### config.mk
export PLATFORM = sky130hd
export DESIGN_NAME = bus_target
export DESIGN_NICKNAME = d
export VERILOG_FILES = /design/src/rtl/bus_pkg.sv /design/src/rtl/bus_sync.sv /design/src/rtl/bus_target.sv
export SDC_FILE = /design/constraint.sdc
export NUM_CORES = 1
export LEC_CHECK = 0
export ABC_AREA = 0
export BUFFER_PORTS_ARGS = -buffer_cell sky130_fd_sc_hd__buf_2
export CORE_MARGIN = 5
export CORE_UTILIZATION = 45
export DETAILED_ROUTE_END_ITERATION = 7
export PLACE_DENSITY = 0.67
export SLEW_MARGIN = 10
export SYNTH_ARGS = -nofsm -noshare
export SYNTH_HDL_FRONTEND = slang
export SYNTH_HIERARCHICAL = 1
export SYNTH_SLANG_ARGS = --single-unit
### constraint.sdc
create_clock -name clk -period 2 [get_ports clk]
set_input_delay 0.2 -clock clk [delete_from_list [all_inputs] [get_ports clk]]
set_output_delay 0.2 -clock clk [all_outputs]
set_load 0.02 [all_outputs]
### src/rtl/bus_pkg.sv
// bus_pkg: shared definitions for the external-bus responder.
//   ADDR_W / DATA_W   pin bus address and data widths
//   RW_READ/RW_WRITE  mem_rw encodings
//   state_t           responder FSM states
//   SYNC_W            width of the combined {ale_n, oe_n, we_n, pio, adr_hi, ad} sample
package bus_pkg;

    localparam int unsigned ADDR_W = 20;
    localparam int unsigned DATA_W = 16;
    localparam int unsigned HI_W   = ADDR_W - DATA_W;
    localparam int unsigned SYNC_W = 4 + HI_W + DATA_W;

    localparam logic RW_READ  = 1'b1;
    localparam logic RW_WRITE = 1'b0;

    typedef enum logic [2:0] {
        ST_IDLE,
        ST_ADDR,
        ST_ARMED,
        ST_RD_REQ,
        ST_RD_DRIVE,
        ST_WR_CAP,
        ST_WR_REQ,
        ST_DRAIN
    } state_t;

endpackage

### src/rtl/bus_sync.sv
// bus_sync: STAGES-deep flop chain for an asynchronous input vector. All bits
// travel through the same chain so samples taken together stay together.
//   clk    in  system clock
//   rst    in  synchronous reset, active-high (chain loads RST_VAL)
//   d      in  WIDTH-bit raw input
//   q      out WIDTH-bit synchronised output
module bus_sync #(
    parameter int unsigned          STAGES  = 2,
    parameter int unsigned          WIDTH   = 1,
    parameter logic [WIDTH-1:0]     RST_VAL = '0
) (
    input  logic             clk,
    input  logic             rst,
    input  logic [WIDTH-1:0] d,
    output logic [WIDTH-1:0] q
);

    logic [WIDTH-1:0] chain [STAGES];

    always_ff @(posedge clk) begin
        if (rst) begin
            for (int unsigned i = 0; i < STAGES; i++) chain[i] <= RST_VAL;
        end else begin
            chain[0] <= d;
            for (int unsigned i = 1; i < STAGES; i++) chain[i] <= chain[i-1];
        end
    end

    assign q = chain[STAGES-1];

endmodule

### src/rtl/bus_target.sv
// bus_target: far end of the CPU's multiplexed 20-bit address / 16-bit data bus.
// Synchronises the strobes, latches the address on ALE and turns each OE/WE
// strobe into one req/ack access on the local memory/IO port.
// Optional feature: define BUS_TARGET_TIMEOUT_EN to abandon a request after
// TIMEOUT cycles without mem_ack (sets err; reads then return 16'hFFFF).
//   clk, rst           clock, synchronous active-high reset
//   ad_in/ad_out/ad_oe AD pins in, read data out, output enable
//   adr_hi, pio        address bits [19:16], IO-space select
//   ale_n, oe_n, we_n  active-low bus strobes
//   mem_req/mem_ack    local access handshake (ack is a one-cycle pulse)
//   mem_rw, mem_io     1 = read / latched pio
//   mem_adr, mem_wdata latched address, captured write data
//   mem_rdata          read data, valid in the mem_ack cycle
//   err                sticky protocol error
module bus_target import bus_pkg::*; #(
    parameter int unsigned SYNC_STAGES = 2,
    parameter int unsigned TIMEOUT     = 255
) (
    input  logic              clk,
    input  logic              rst,
    input  logic [DATA_W-1:0] ad_in,
    output logic [DATA_W-1:0] ad_out,
    output logic              ad_oe,
    input  logic [HI_W-1:0]   adr_hi,
    input  logic              pio,
    input  logic              ale_n,
    input  logic              oe_n,
    input  logic              we_n,
    output logic              mem_req,
    input  logic              mem_ack,
    output logic              mem_rw,
    output logic              mem_io,
    output logic [ADDR_W-1:0] mem_adr,
    output logic [DATA_W-1:0] mem_wdata,
    input  logic [DATA_W-1:0] mem_rdata,
    output logic              err
);

    if (SYNC_STAGES < 2 || TIMEOUT == 0) begin : g_param_check
        $error("bus_target: SYNC_STAGES must be >= 2 and TIMEOUT >= 1");
    end

    logic [SYNC_W-1:0] synced;
    logic              ale_n_s, oe_n_s, we_n_s, pio_s;
    logic [HI_W-1:0]   adr_hi_s;
    logic [DATA_W-1:0] ad_in_s;

    // Strobes reset to their inactive (high) level so no edge is seen out of reset.
    bus_sync #(
        .STAGES  (SYNC_STAGES),
        .WIDTH   (SYNC_W),
        .RST_VAL ({3'b111, {(SYNC_W-3){1'b0}}})
    ) u_sync (
        .clk (clk),
        .rst (rst),
        .d   ({ale_n, oe_n, we_n, pio, adr_hi, ad_in}),
        .q   (synced)
    );

    assign {ale_n_s, oe_n_s, we_n_s, pio_s, adr_hi_s, ad_in_s} = synced;

    logic ale_p, oe_p, we_p;
    always_ff @(posedge clk) begin
        if (rst) begin
            ale_p <= 1'b1;
            oe_p  <= 1'b1;
            we_p  <= 1'b1;
        end else begin
            ale_p <= ale_n_s;
            oe_p  <= oe_n_s;
            we_p  <= we_n_s;
        end
    end

    logic ale_fall, ale_rise, oe_fall, oe_rise, we_fall, we_rise;
    assign ale_fall = ale_p & ~ale_n_s;
    assign ale_rise = ~ale_p & ale_n_s;
    assign oe_fall  = oe_p & ~oe_n_s;
    assign oe_rise  = ~oe_p & oe_n_s;
    assign we_fall  = we_p & ~we_n_s;
    assign we_rise  = ~we_p & we_n_s;

    state_t state, state_d;

    assign mem_req = (state == ST_RD_REQ) || (state == ST_WR_REQ) || (state == ST_DRAIN);

    logic timed_out;
`ifdef BUS_TARGET_TIMEOUT_EN
    localparam int unsigned CNT_W = $clog2(TIMEOUT + 1);
    logic [CNT_W-1:0] wait_cnt;
    always_ff @(posedge clk) begin
        if (rst || !mem_req) wait_cnt <= '0;
        else                 wait_cnt <= wait_cnt + 1'b1;
    end
    assign timed_out = mem_req && !mem_ack && (wait_cnt == CNT_W'(TIMEOUT - 1));
`else
    assign timed_out = 1'b0;
`endif

    logic req_done;
    assign req_done = mem_ack | timed_out;

    logic ld_adr, ld_pend, use_pend, pend_clr, ld_wdata, ld_rdata;
    logic drive_set, drive_clr, err_set, abort_set, abort_clr, set_rd, set_wr;
    logic pend, abort, drive_q;
    logic [ADDR_W-1:0] pend_adr;
    logic              pend_io;

    always_ff @(posedge clk) begin
        if (rst) state <= ST_IDLE;
        else     state <= state_d;
    end

    always_comb begin
        state_d   = state;
        ld_adr    = 1'b0;
        ld_pend   = 1'b0;
        use_pend  = 1'b0;
        pend_clr  = 1'b0;
        ld_wdata  = 1'b0;
        ld_rdata  = 1'b0;
        drive_set = 1'b0;
        drive_clr = 1'b0;
        err_set   = 1'b0;
        abort_set = 1'b0;
        abort_clr = 1'b0;
        set_rd    = 1'b0;
        set_wr    = 1'b0;
        unique case (state)
            ST_IDLE: begin
                if (ale_fall)              state_d = ST_ADDR;
                else if (oe_fall || we_fall) err_set = 1'b1;
            end
            ST_ADDR: begin
                if (ale_rise) begin
                    ld_adr  = 1'b1;
                    state_d = ST_ARMED;
                end
            end
            ST_ARMED: begin
                if (ale_fall) begin
                    state_d = ST_ADDR;
                end else if ((oe_fall || we_fall) && !oe_n_s && !we_n_s) begin
                    err_set = 1'b1;
                end else if (oe_fall) begin
                    set_rd    = 1'b1;
                    abort_clr = 1'b1;
                    state_d   = ST_RD_REQ;
                end else if (we_fall) begin
                    set_wr  = 1'b1;
                    state_d = ST_WR_CAP;
                end
            end
            ST_RD_REQ: begin
                if (ale_fall) begin
                    pend_clr = 1'b1;
                    state_d  = req_done ? ST_ADDR : ST_DRAIN;
                end else if (req_done) begin
                    // A read whose OE already went away completes silently.
                    if (abort || oe_n_s) begin
                        state_d = ST_ARMED;
                    end else begin
                        ld_rdata  = 1'b1;
                        drive_set = 1'b1;
                        state_d   = ST_RD_DRIVE;
                    end
                end else if (oe_rise) begin
                    abort_set = 1'b1;
                end
            end
            ST_RD_DRIVE: begin
                if (ale_fall) begin
                    drive_clr = 1'b1;
                    state_d   = ST_ADDR;
                end else if (oe_rise) begin
                    drive_clr = 1'b1;
                    state_d   = ST_ARMED;
                end
            end
            ST_WR_CAP: begin
                if (ale_fall) begin
                    state_d = ST_ADDR;
                end else if (we_rise) begin
                    ld_wdata = 1'b1;
                    state_d  = ST_WR_REQ;
                end
            end
            ST_WR_REQ: begin
                if (ale_fall) begin
                    pend_clr = 1'b1;
                    state_d  = req_done ? ST_ADDR : ST_DRAIN;
                end else if (req_done) begin
                    state_d = ST_ARMED;
                end
            end
            ST_DRAIN: begin
                // mem_adr must stay put while the abandoned request drains, so an
                // ALE cycle that completes meanwhile is parked in pend_adr and
                // applied once the ack arrives.
                if (req_done) begin
                    if (!ale_n_s) begin
                        state_d = ST_ADDR;
                    end else if (ale_rise) begin
                        ld_adr  = 1'b1;
                        state_d = ST_ARMED;
                    end else if (pend) begin
                        use_pend = 1'b1;
                        state_d  = ST_ARMED;
                    end else begin
                        state_d = ST_ADDR;
                    end
                end else if (ale_rise) begin
                    ld_pend = 1'b1;
                end else if (ale_fall) begin
                    pend_clr = 1'b1;
                end
            end
            default: state_d = ST_IDLE;
        endcase
    end

    always_ff @(posedge clk) begin
        if (rst) begin
            mem_adr   <= '0;
            mem_io    <= 1'b0;
            mem_wdata <= '0;
            mem_rw    <= 1'b0;
            ad_out    <= '0;
            drive_q   <= 1'b0;
            err       <= 1'b0;
            abort     <= 1'b0;
            pend      <= 1'b0;
            pend_adr  <= '0;
            pend_io   <= 1'b0;
        end else begin
            if (ld_adr) begin
                mem_adr <= {adr_hi_s, ad_in_s};
                mem_io  <= pio_s;
            end else if (use_pend) begin
                mem_adr <= pend_adr;
                mem_io  <= pend_io;
            end
            if (ld_pend) begin
                pend_adr <= {adr_hi_s, ad_in_s};
                pend_io  <= pio_s;
                pend     <= 1'b1;
            end else if (pend_clr || use_pend) begin
                pend <= 1'b0;
            end
            if (ld_wdata) mem_wdata <= ad_in_s;
            if (ld_rdata) ad_out <= timed_out ? '1 : mem_rdata;
            if (set_rd)      mem_rw <= RW_READ;
            else if (set_wr) mem_rw <= RW_WRITE;
            if (drive_clr)      drive_q <= 1'b0;
            else if (drive_set) drive_q <= 1'b1;
            if (abort_clr)      abort <= 1'b0;
            else if (abort_set) abort <= 1'b1;
            err <= err | err_set | timed_out;
        end
    end

    // Never drive the pins while the CPU is driving them (ALE or WE phase).
    assign ad_oe = drive_q & ale_n_s & we_n_s;

endmodule
# == Yosys cells after proc, flatten, opt, wreduce, memory -nomap -nowiden ==
# Memories as Yosys holds them, arrays and structs flattened.
# Cells that the tools add are included.
# Widths: inputs -> output; s select.
# op_classes
reduce_logical,17
bitwise_logic,17
n_eq_ne,16
mux,76
# ops
op,count
$mux 3,17
$mux 1,48
$mux 24,2
$mux 20,2
$pmux 3 s8,1
$ne 3x3->1 const B,5
$eq 3x3->1 const B,4
$reduce_and 9->1,1
$and 1x1->1,8
$eq 3x2->1 const B,2
$mux 2,3
$ne 2x2->1 const B,3
$not 1->1,6
$pmux 1 s2,3
$reduce_bool 2->1,3
$reduce_or 2->1,3
$logic_or 1x1->1,5
$ne 4x4->1 const B,1
$eq 3x1->1 const B,1
$logic_not 3->1,1
$or 1x1->1,3
$logic_and 1x1->1,2
$logic_not 1->1,2
# totals
register_bits,85
inputBits,43
ram_bits,48
out_inout_bits,57
memories,1
# memory_table
memory,depth,word_bits,read_ports,rd_ports_with_merged_regs,write_ports,line_no,rtl
u_sync.chain,2,24,2,0,2,bus_sync.sv:18,logic [WIDTH-1:0] chain [STAGES];

# == Depth between registers and ports, before layout ==
# Gate-level depths: netlist of run 1.
# An unclocked memory read counts as a cell.
# depth
ltp_word,11
ltp_mapped,8

# == Modules after synthesis ==
# The synthesis of run 1 kept the hierarchy.
# modules_own_cells
module,cells_per_inst,seq_area_each_um2,area_each_um2,instances
bus_target,409,1701.6,3530.9,1
bus_sync,125,960.9,1478.9,1

# == Worst setup path after synthesis of run 1 ==
# No wires, ideal clock.
# synth_timing
path_type,reg2reg
start,memory u_sync/chain[0][47] in the netlist's numbering
end,register state[2]
arrival_time_ps,1502
period_less_slack_ps,1634
path_buffers,2
setup_slack_ps,366
setup_time_ps,132
t_required_ps,1868
stages_incl_launch_ff,8
cell_sequence,dfxtp_1 -> buf_4 -> nor2b_4 -> buf_6 -> nor3_1 -> a211o_1 -> o41ai_1 -> a21oi_1
# synth_rtl
element,line_no,rtl
start: declaration,bus_sync.sv:18,
end signal: assignment,bus_target.sv:111,else state <= state_d;
end: declaration,bus_target.sv:83,"state_t state, state_d;"

==> results of run 1 <==
## layout by cell type, fill, tap and decap left out, types with 2 or more instances in the layout
| cell type | synthesis | final |
|---|---|---|
| dfxtp_1 | 133 | 133 |
| buf_2 | 13 | 98 |
| nand2_1 | 81 | 80 |
| dlygate4sd3_1 | 0 | 50 |
| a21oi_1 | 48 | 48 |
| nor2_1 | 47 | 47 |
| nor2b_1 | 45 | 45 |
| mux2i_1 | 37 | 37 |
| a211oi_1 | 22 | 22 |
| clkbuf_16 | 0 | 16 |
| buf_4 | 26 | 13 |
| o21ai_0 | 11 | 11 |
| or2_1 | 6 | 6 |
| nand2b_1 | 5 | 5 |
| inv_1 | 4 | 4 |
| nor3_1 | 4 | 4 |
| buf_12 | 0 | 4 |
| or2_2 | 3 | 3 |
| a211o_1 | 3 | 3 |
| clkbuf_1 | 16 | 3 |
| clkinv_2 | 0 | 3 |
| clkinvlp_4 | 0 | 3 |
| and3_1 | 2 | 2 |
| nor4b_4 | 0 | 2 |
| clkbuf_8 | 0 | 2 |
| bufinv_16 | 0 | 2 |
## routing by layer
| metal | routed length [µm] | vias to the layer above |
|---|---|---|
| met5 | 0 | - |
| met4 | 140 | 0 |
| met3 | 580 | 13 |
| met2 | 5601 | 91 |
| met1 | 5025 | 1826 |
| li1 | - | 2024 |
## metrics by stage
| step | hold WS, ns | power, µW | worst slack [ns] |
|---|---|---|---|
| finish | 0.1319 | 6156 | 0.1588 |
| global placement | 0.3804 | 3259 | 0.1841 |
| detailed placement | 0.3832 | 3263 | 0.1474 |
| global route | 0.1268 | 6380 | 0.03811 |
| floorplan | 0.2971 | 3127 | 0.3659 |
| CTS | 0.1016 | 6199 | 0.1074 |
## registers in the layout, indices dropped and copies added, names as in the netlist
register / cells
u_sync/chain: 48
mem_adr: 20
pend_adr: 20
ad_out: 16
mem_wdata: 16
state: 3
abort: 1
ale_p: 1
drive_q: 1
err: 1
mem_io: 1
mem_rw: 1
oe_p: 1
pend: 1
pend_io: 1
we_p: 1
## logic make-up after synthesis
| kind of cell | count (synthesis) | synth area share, % |
|---|---|---|
| muxes | 37 | 7.393 |
| DFF | 133 | 53.15 |
| AOI/OAI and AO/OA | 95 | 11.66 |
| and+or+nand+nor | 207 | 20.43 |
| buffers and inverters | 62 | 7.368 |
## cell type report
cell class                      count  area [µm²]
Clock buffer                       21       439.2
Clock inverter                      9       106.4
Fill cell                         917        4305
Inverter                            4       15.01
Multi-Input combinational cell    339        2016
Sequential cell                   133        2663
Tap cell                          140       175.2
Timing Repair Buffer              165        1169
## worst paths after layout
path	cells past startpoint	slack [ns]	startpoint	endpoint
setup / recovery	5	0.16	u_sync/chain[0][47]	state[2]
hold / removal	3	0.13	mem_ack	drive_q
setup reg to reg	5	0.16	u_sync/chain[0][47]	state[2]
hold reg to reg	1	0.41	u_sync/chain[0][23]	u_sync/chain[0][47]
## power groups by stage
stage	clock network (µW)	registers [µW]	logic, µW
after floorplan	0	2820	305
after global placement	0	2840	416
after detailed placement	0	2850	417
after CTS	2910	2790	496
after global routing	3030	2800	543
final	2860	2790	499
## worst max-delay path: stages, from the launching register on
cell      delay [ns]
dfxtp_1         0.40
nand2b_1        0.29
o211a_1         0.16
a211o_1         0.36
o41ai_1         0.40
a21oi_1         0.10
## timing repair
action | CTS | global route
hold buffers | 50 | 0
endpoints found under the hold margin | 44 | 0
resized for setup | 0 | 1
setup endpoints to repair | 0 | 26
==> metrics.txt, run 1 <==
run status=complete, no violations; Vias=3954; Synth cell types=42; H-tree depth=4; VDD IR-drop max=0.6238 mV; final wirelength=11350 µm; Max Freq=543.1 MHz; # IOs=100; ys async rst share=0%; Global Route met3 Usage=under 10%; WP data arrival=2.23 ns; worst skew pair latency=0.52 ns; switching portion of total power=22.56%; EDFF count, synth=0; critical path launch point type=register; CTS tree=built; fin crit share=92.06%; first drt pass iteration count=6; most instantiated library cell after synthesis=dfxtp_1; antenna violation net count after detailed routing=0; Post-Syn Nets=577; hold crit path type=input port to register; met1 Use GR=21.27%; commonest cells in the netlist=dfxtp_1 (133), nand2_1 (81), a21oi_1 (48); combinational group share of total power=8.1%; Rows=38; DP HPWL=7117 µm; Seq pwr share=45.4%; crit-path max FO=9; # diodes=0; PortBufs=99; CP endpoint kind=register; Final Non-Filler Cells=811; vias in the first global route=3937; relative slew slack=72.62%; Net count, final=703; Psw=1389 µW; Synth Register Bits=133; Max-Cap Viols=0; DRC Markers=0; die area=13340 µm²; Leakage=between 0.002 and 0.003 µW; synth top area cells=dfxtp_1 (53%), mux2i_1 (7.4%), nand2_1 (6.1%), nor2b_1 (5.6%), a21oi_1 (4.8%); Placer Congestion=0.8292; RSZ-0062 raised after global routing=false; initial antenna violation count=0; Area Overhead vs Synth=31.39%; Initial Util=46.01%; DR iter-0 viols=between 200 and 300; setup tns final=0 ns; TritonCTS Buffers=17; Synth Instances=534; placed cells=731; Syn Std Cell Area=around 5000 µm²; met2 Use GR=29.59%; Util after Layout=between 60% and 70%; syn_area_per_cell=9.382 µm²; die width=about 120 µm; Final setup viols=0; post-synth top area cell=dfxtp_1; total track usage=17.76%; clock slew at reported path FFs=0.06 ns; Seq/Total Area, Yosys=53.15%; share of the synthesized area in the top cell type=53.15%; WL/cell=13.99 µm; total grt overflow=0; synth warn=6; Max clock buf depth=2; Fin. Hold Viols=0; fin. max-slew vios=0; Setup CP Type=register to register; DR vias/cell=between 4 and 5; Clk network pwr share=46.5%; largest net degree at the start of global routing=67; PwrDens=935.2 nW/µm²; share of layout cells above drive strength 1=around 23%; Worst EP required=2.39 ns; fin crit period=1.841 ns; Int Pwr=4767 µW; first-pass GRT wire length=~19000 µm; gr busiest metal=met2; slew of the pin with the lowest slew margin=0.4101 ns; Cell Area, Placed=around 5500 µm²; Clock Sinks=133; setup bufs post-CTS=0; Final Cell Area=6583 µm²; Synth Flop Type=dfxtp_1; core footprint=10890 µm²; Clock Skews=0.005470 ns; Die Y=between 100 and 150 µm; Clk Tree Root Cell=clkbuf_8
(Power assumes the default switching activity.)
==> run 2: changes to the inputs <==
- BUFFER_PORTS_ARGS: -buffer_cell sky130_fd_sc_hd__buf_2 -> -buffer_cell sky130_fd_sc_hd__clkbuf_2
==> run 2 against run 1 <==
Via count decreased by 0.13%. Core utilization shrank 0.40 points. Sequential power about the same. Critical endpoint is now pend_adr[5].
==> metrics.txt, run 2 (synthesis gave the netlist of run 1 again) <==
run status=complete, no violations; pre-CTS WS=approximately 0.18 ns; switching portion of total power=between 20% and 30%; DR iter-0 viols=215; # IOs=100; die area=13340 µm²; hold crit path type=input port to register; Clk network pwr share=48.1%; Max-Cap Viols=0; Rows=38; Leakage=0.002750 µW; biggest registers after layout=u_sync/chain: 48 flops, mem_adr: 20 flops, pend_adr: 20 flops; met2 Use GR=29.48%; WP data arrival=2.20 ns; CTS tree=built; commonest non-fill, non-tap cell in the layout=dfxtp_1; WL/cell=14.20 µm; most frequent cells in the layout=dfxtp_1 (133), clkbuf_2 (98), nand2_1 (81), a21oi_1 (48), nor2_1 (47); TritonCTS Buffers=17; final wirelength=around 11000 µm; Initial Util=between 40% and 50%; combinational group share of total power=7.6%; Fin. Hold Viols=0; largest net degree at the start of global routing=63; number of flip-flops in the largest register=48; Clk Tree Root Cell=clkbuf_8; first-pass GRT wire length=18770 µm; worst skew pair latency=approximately 0.53 ns; most flop-heavy register=u_sync/chain; critical path launch point type=register; Worst EP required=2.39 ns; core footprint=10890 µm²; Max clock buf depth=2; Vias=3949; Clock Sinks=133; Max Freq=551.5 MHz; DRC Markers=0; final hold slack=0.1598 ns; Int Pwr=just under 5000 µW; gr busiest metal=met2; die width=115.5 µm; met1 Use GR=21.92%; DP HPWL=7252 µm; Psw=1432 µW; Final setup viols=0; total track usage=between 15 and 20%; clock slew at reported path FFs=0.06 ns; Clock Skews=~0.007 ns; Net count, final=between 600 and 700; Seq pwr share=44.2%; fin crit period=1.813 ns; Die Y=between 100 and 150 µm; relative slew slack=59.13%; fin. max-slew vios=0; Global Route met3 Usage=a little over 6%; CP endpoint kind=register; slew of the pin with the lowest slew margin=between 0.6 and 0.7 ns; crit-path max FO=22; Area Overhead vs Synth=30.52%; H-tree depth=4; setup tns final=0 ns; initial antenna violation count=0; Final Power=6304 µW; # diodes=0; PwrDens=964.1 nW/µm²; vias in the first global route=3930; hold path depth=3; share of layout cells above drive strength 1=about a quarter; antenna violation net count after detailed routing=0; Placer Congestion=0.8519; RSZ-0062 raised after global routing=false; fin crit share=90.65%; VDD IR-drop max=0.7074 mV; Setup CP Type=register to register; reg2reg path depth=5; total grt overflow=0; Worst Slack Setup Final=0.1869 ns; PortBufs=99; DR vias/cell=4.900; first drt pass iteration count=5
## run 2: cell types whose count changed in the layout (fill, tap and decap cells not counted), sizes merged
cell	previous run	this run
buf	115	19
clkbuf	21	120
clkinv	4	5
clkinvlp	3	2
dlygate4sd3	50	40
inv	4	5
nor2b	46	47
## run 2: worst paths after layout
path	from	endpoint	slack, ns
max	state[0]	pend_adr[5]	0.19
max reg2reg	state[0]	pend_adr[5]	0.19
min reg2reg	u_sync/chain[0][21]	u_sync/chain[0][45]	0.41
min	mem_ack	drive_q	0.16
## run 2: per-stage QoR
stage	utilization [%]	instance area [µm²]	instances
2_1_floorplan	-	5010	534
3_3_place_gp	50.71	5522	731
3_5_place_dp	50.71	5522	731
4_1_cts	59.84	6515	803
5_1_grt	60.06	6539	806
6_report	60.06	6539	806
## run 2: power by group through the flow
stage	clock [µW]	sequential, µW	combinational, µW
floorplan	0	2820	305
finish	3030	2790	482
global route	3230	2800	530
CTS	3100	2790	475
global placement	0	2840	409
detailed placement	0	2840	412
## run 2: final cells by class
class / instances / area (µm²)
Sequential cell: 133 / 2663
Clock buffer: 22 / 473.0
Fill cell: 948 / 4349
Inverter: 4 / 15.01
Tap cell: 140 / 175.2
Timing Repair Buffer: 157 / 1071
Clock inverter: 10 / 120.1
Multi-Input combinational cell: 340 / 2022
## run 2: what timing repair did
action,4_1_cts,5_1_grt
endpoints found under the setup margin,0,1
endpoints found under the hold margin,40,0
buffers inserted,0,2
hold buffers,40,0
gates resized for setup,0,0
## run 2: worst max-delay path, cell delays in order (launching register included)
cell and delay (ns):
dfxtp_1 0.49, nand2_1 0.26, or4b_1 0.52, buf_4 0.23, nand2_1 0.10, a21oi_1 0.06
## run 2: per-layer routing
metal  wire (µm)  part of all wire [%]
met4         170                   1.5
met1        4996                    44
met3         637                   5.6
met5           0                     0
met2        5637                    49
==> run 3: changes to the inputs <==
==> constraint.sdc (replaced) <==
create_clock -name clk -period 2 [get_ports clk]
set_input_delay 0.4 -clock clk [delete_from_list [all_inputs] [get_ports clk]]
set_output_delay 0.4 -clock clk [all_outputs]
set_load 0.02 [all_outputs]
==> run 3 against run 2 <==
Critical path depth down 1. Total power about the same. Flip-flop and latch count unchanged. Count of clock-buffer cells in the layout down 2.
==> metrics.txt, run 3 (synthesis gave the netlist of run 1 again) <==
Die Y=115.5 µm; clock slew at reported path FFs=0.06 ns; CP endpoint kind=primary output; run status=complete, no violations; Final setup viols=0; total grt overflow=0; DP HPWL=7132 µm; first drt pass iteration count=4; total track usage=17.20%; CP endpoint=mem_req; worst reg2reg startpoint=state[1]; Leakage=0.002582 µW; RR Endpoint=pend_adr[17]; PwrDens=between 1000 and 1500 nW/µm²; CTS tree=built; biggest registers after layout=u_sync/chain: 48 flops, mem_adr: 20 flops, pend_adr: 20 flops; die width=115.5 µm; hold crit path type=input port to register; die area=between 10000 and 15000 µm²; Placer Congestion=0.8630; core footprint=10890 µm²; WL/cell=14.02 µm; worst skew pair latency=0.52 ns; # diodes=0; antenna violation net count after detailed routing=0; pre-CTS WS=between 0.1 and 0.15 ns; Fin. Hold Viols=0; relative slew slack=59.15%; DRC Markers=0; cts hold-fix bufs=0; final wirelength=10740 µm; number of flip-flops in the largest register=48; r2r setup slk=~0.13 ns; Clock Skews=about 0.0079 ns; Setup CP Type=register to primary output; RSZ-0062 raised after global routing=false; CP top delay family=buffers and inverters; Worst Slack Setup Final=0.1090 ns; Slowest-stage cell, CP=dfxtp_1; fin crit period=1.891 ns; commonest non-fill, non-tap cell in the layout=dfxtp_1; CP Cell Sequence=buf_4 -> o21ai_1 -> inv_1 -> clkbuf_2; # IOs=100; Util after Layout=between 50% and 60%; Clock Sinks=133; VDD IR-drop max=0.5074 mV; Worst EP required=1.60 ns; WP buf/inv=3; H-tree depth=4; Rows=38; DR iter-0 viols=247; CP peak stage delay=roughly 0.4 ns; fin crit share=between 90% and 100%; Vias=3760; largest net degree at the start of global routing=58; share of layout cells above drive strength 1=26.36%; Clk Tree Root Cell=clkbuf_8; DR vias/cell=4.909; most flop-heavy register=u_sync/chain; Initial Util=46.01%; initial antenna violation count=0; Max-Cap Viols=0; setup tns final=0 ns; fin. max-slew vios=0; PortBufs=99; reg2reg path depth=5; slew of the pin with the lowest slew margin=0.6128 ns; first-pass GRT wire length=18120 µm; Crit path depth=4; most frequent cells in the layout=dfxtp_1 (131), clkbuf_2 (98), nand2_1 (81), a21oi_1 (48), nor2_1 (47); Net count, final=656; WP data arrival=1.49 ns; vias in the first global route=3817; crit path from=state[0]; TritonCTS Buffers=17; Max clock buf depth=2; crit-path max FO=8; Max Freq=528.8 MHz; critical path launch point type=register; final hold slack=0.05665 ns; Area Overhead vs Synth=22.88%
==> run 3: changes by cell type in the layout (fill, tap and decap cells not counted), sizes merged <==
cell	change
nor2b	-1
dlygate4sd3	-40
clkinvlp	+3
clkinv	-2
clkbuf	-2
bufinv	+1
buf	+1
==> run 3: repair_timing <==
action                                  in CTS  in global routing
endpoints found under the setup margin       0                  2
buffers inserted                             0                  3
resized for setup                            0                  4
==> run 3: per-layer routing <==
layer / share of wire (%) / track usage [%] / vias to the layer above
met5: 0 / 0 / -
li1: - / - / 1927
met1: 44 / 20.73 / 1716
met4: 1.6 / 7.199 / 0
met2: 48 / 27.74 / 101
met3: 6.2 / 6.371 / 16
==> run 3: final cells by class <==
cell class              count  area (µm²)
fillers                   941        4732
inverters                   4       15.01
flip-flops and latches    133        2665
clock buffers              20       455.4
multi-input cells         339        2016
repair buffers            118       678.2
clock inverters            12       151.4
well taps                 140       175.2
==> run 3: power breakdown <==
part / switching (µW) / internal (µW)
registers: 53.2 / 2730
clock network: 1110 / 1990
logic: 234 / 184
==> run 3: worst min path at each step <==
| stage | startpoint | end | slack (ns) | depth (start not counted) |
|---|---|---|---|---|
| after detailed placement | u_sync/chain[0][22] | u_sync/chain[0][46] | 0.40 | 1 |
| after floorplan | u_sync/chain[0][21] | u_sync/chain[0][45] | 0.38 | 1 |
| final | ale_n | u_sync/chain[0][23] | 0.06 | 2 |
| after global placement | u_sync/chain[0][21] | u_sync/chain[0][45] | 0.40 | 1 |
| after CTS | ale_n | u_sync/chain[0][23] | 0.03 | 2 |
| after global routing | ale_n | u_sync/chain[0][23] | 0.03 | 2 |
==> run 3: through the flow <==
stage,total power (µW),cells,cell area [µm²]
2_1_floorplan,3127,534,5010
3_3_place_gp,3242,731,5522
3_5_place_dp,3245,731,5522
4_1_cts,6364,763,6128
5_1_grt,6566,766,6156
6_report,6304,766,6156
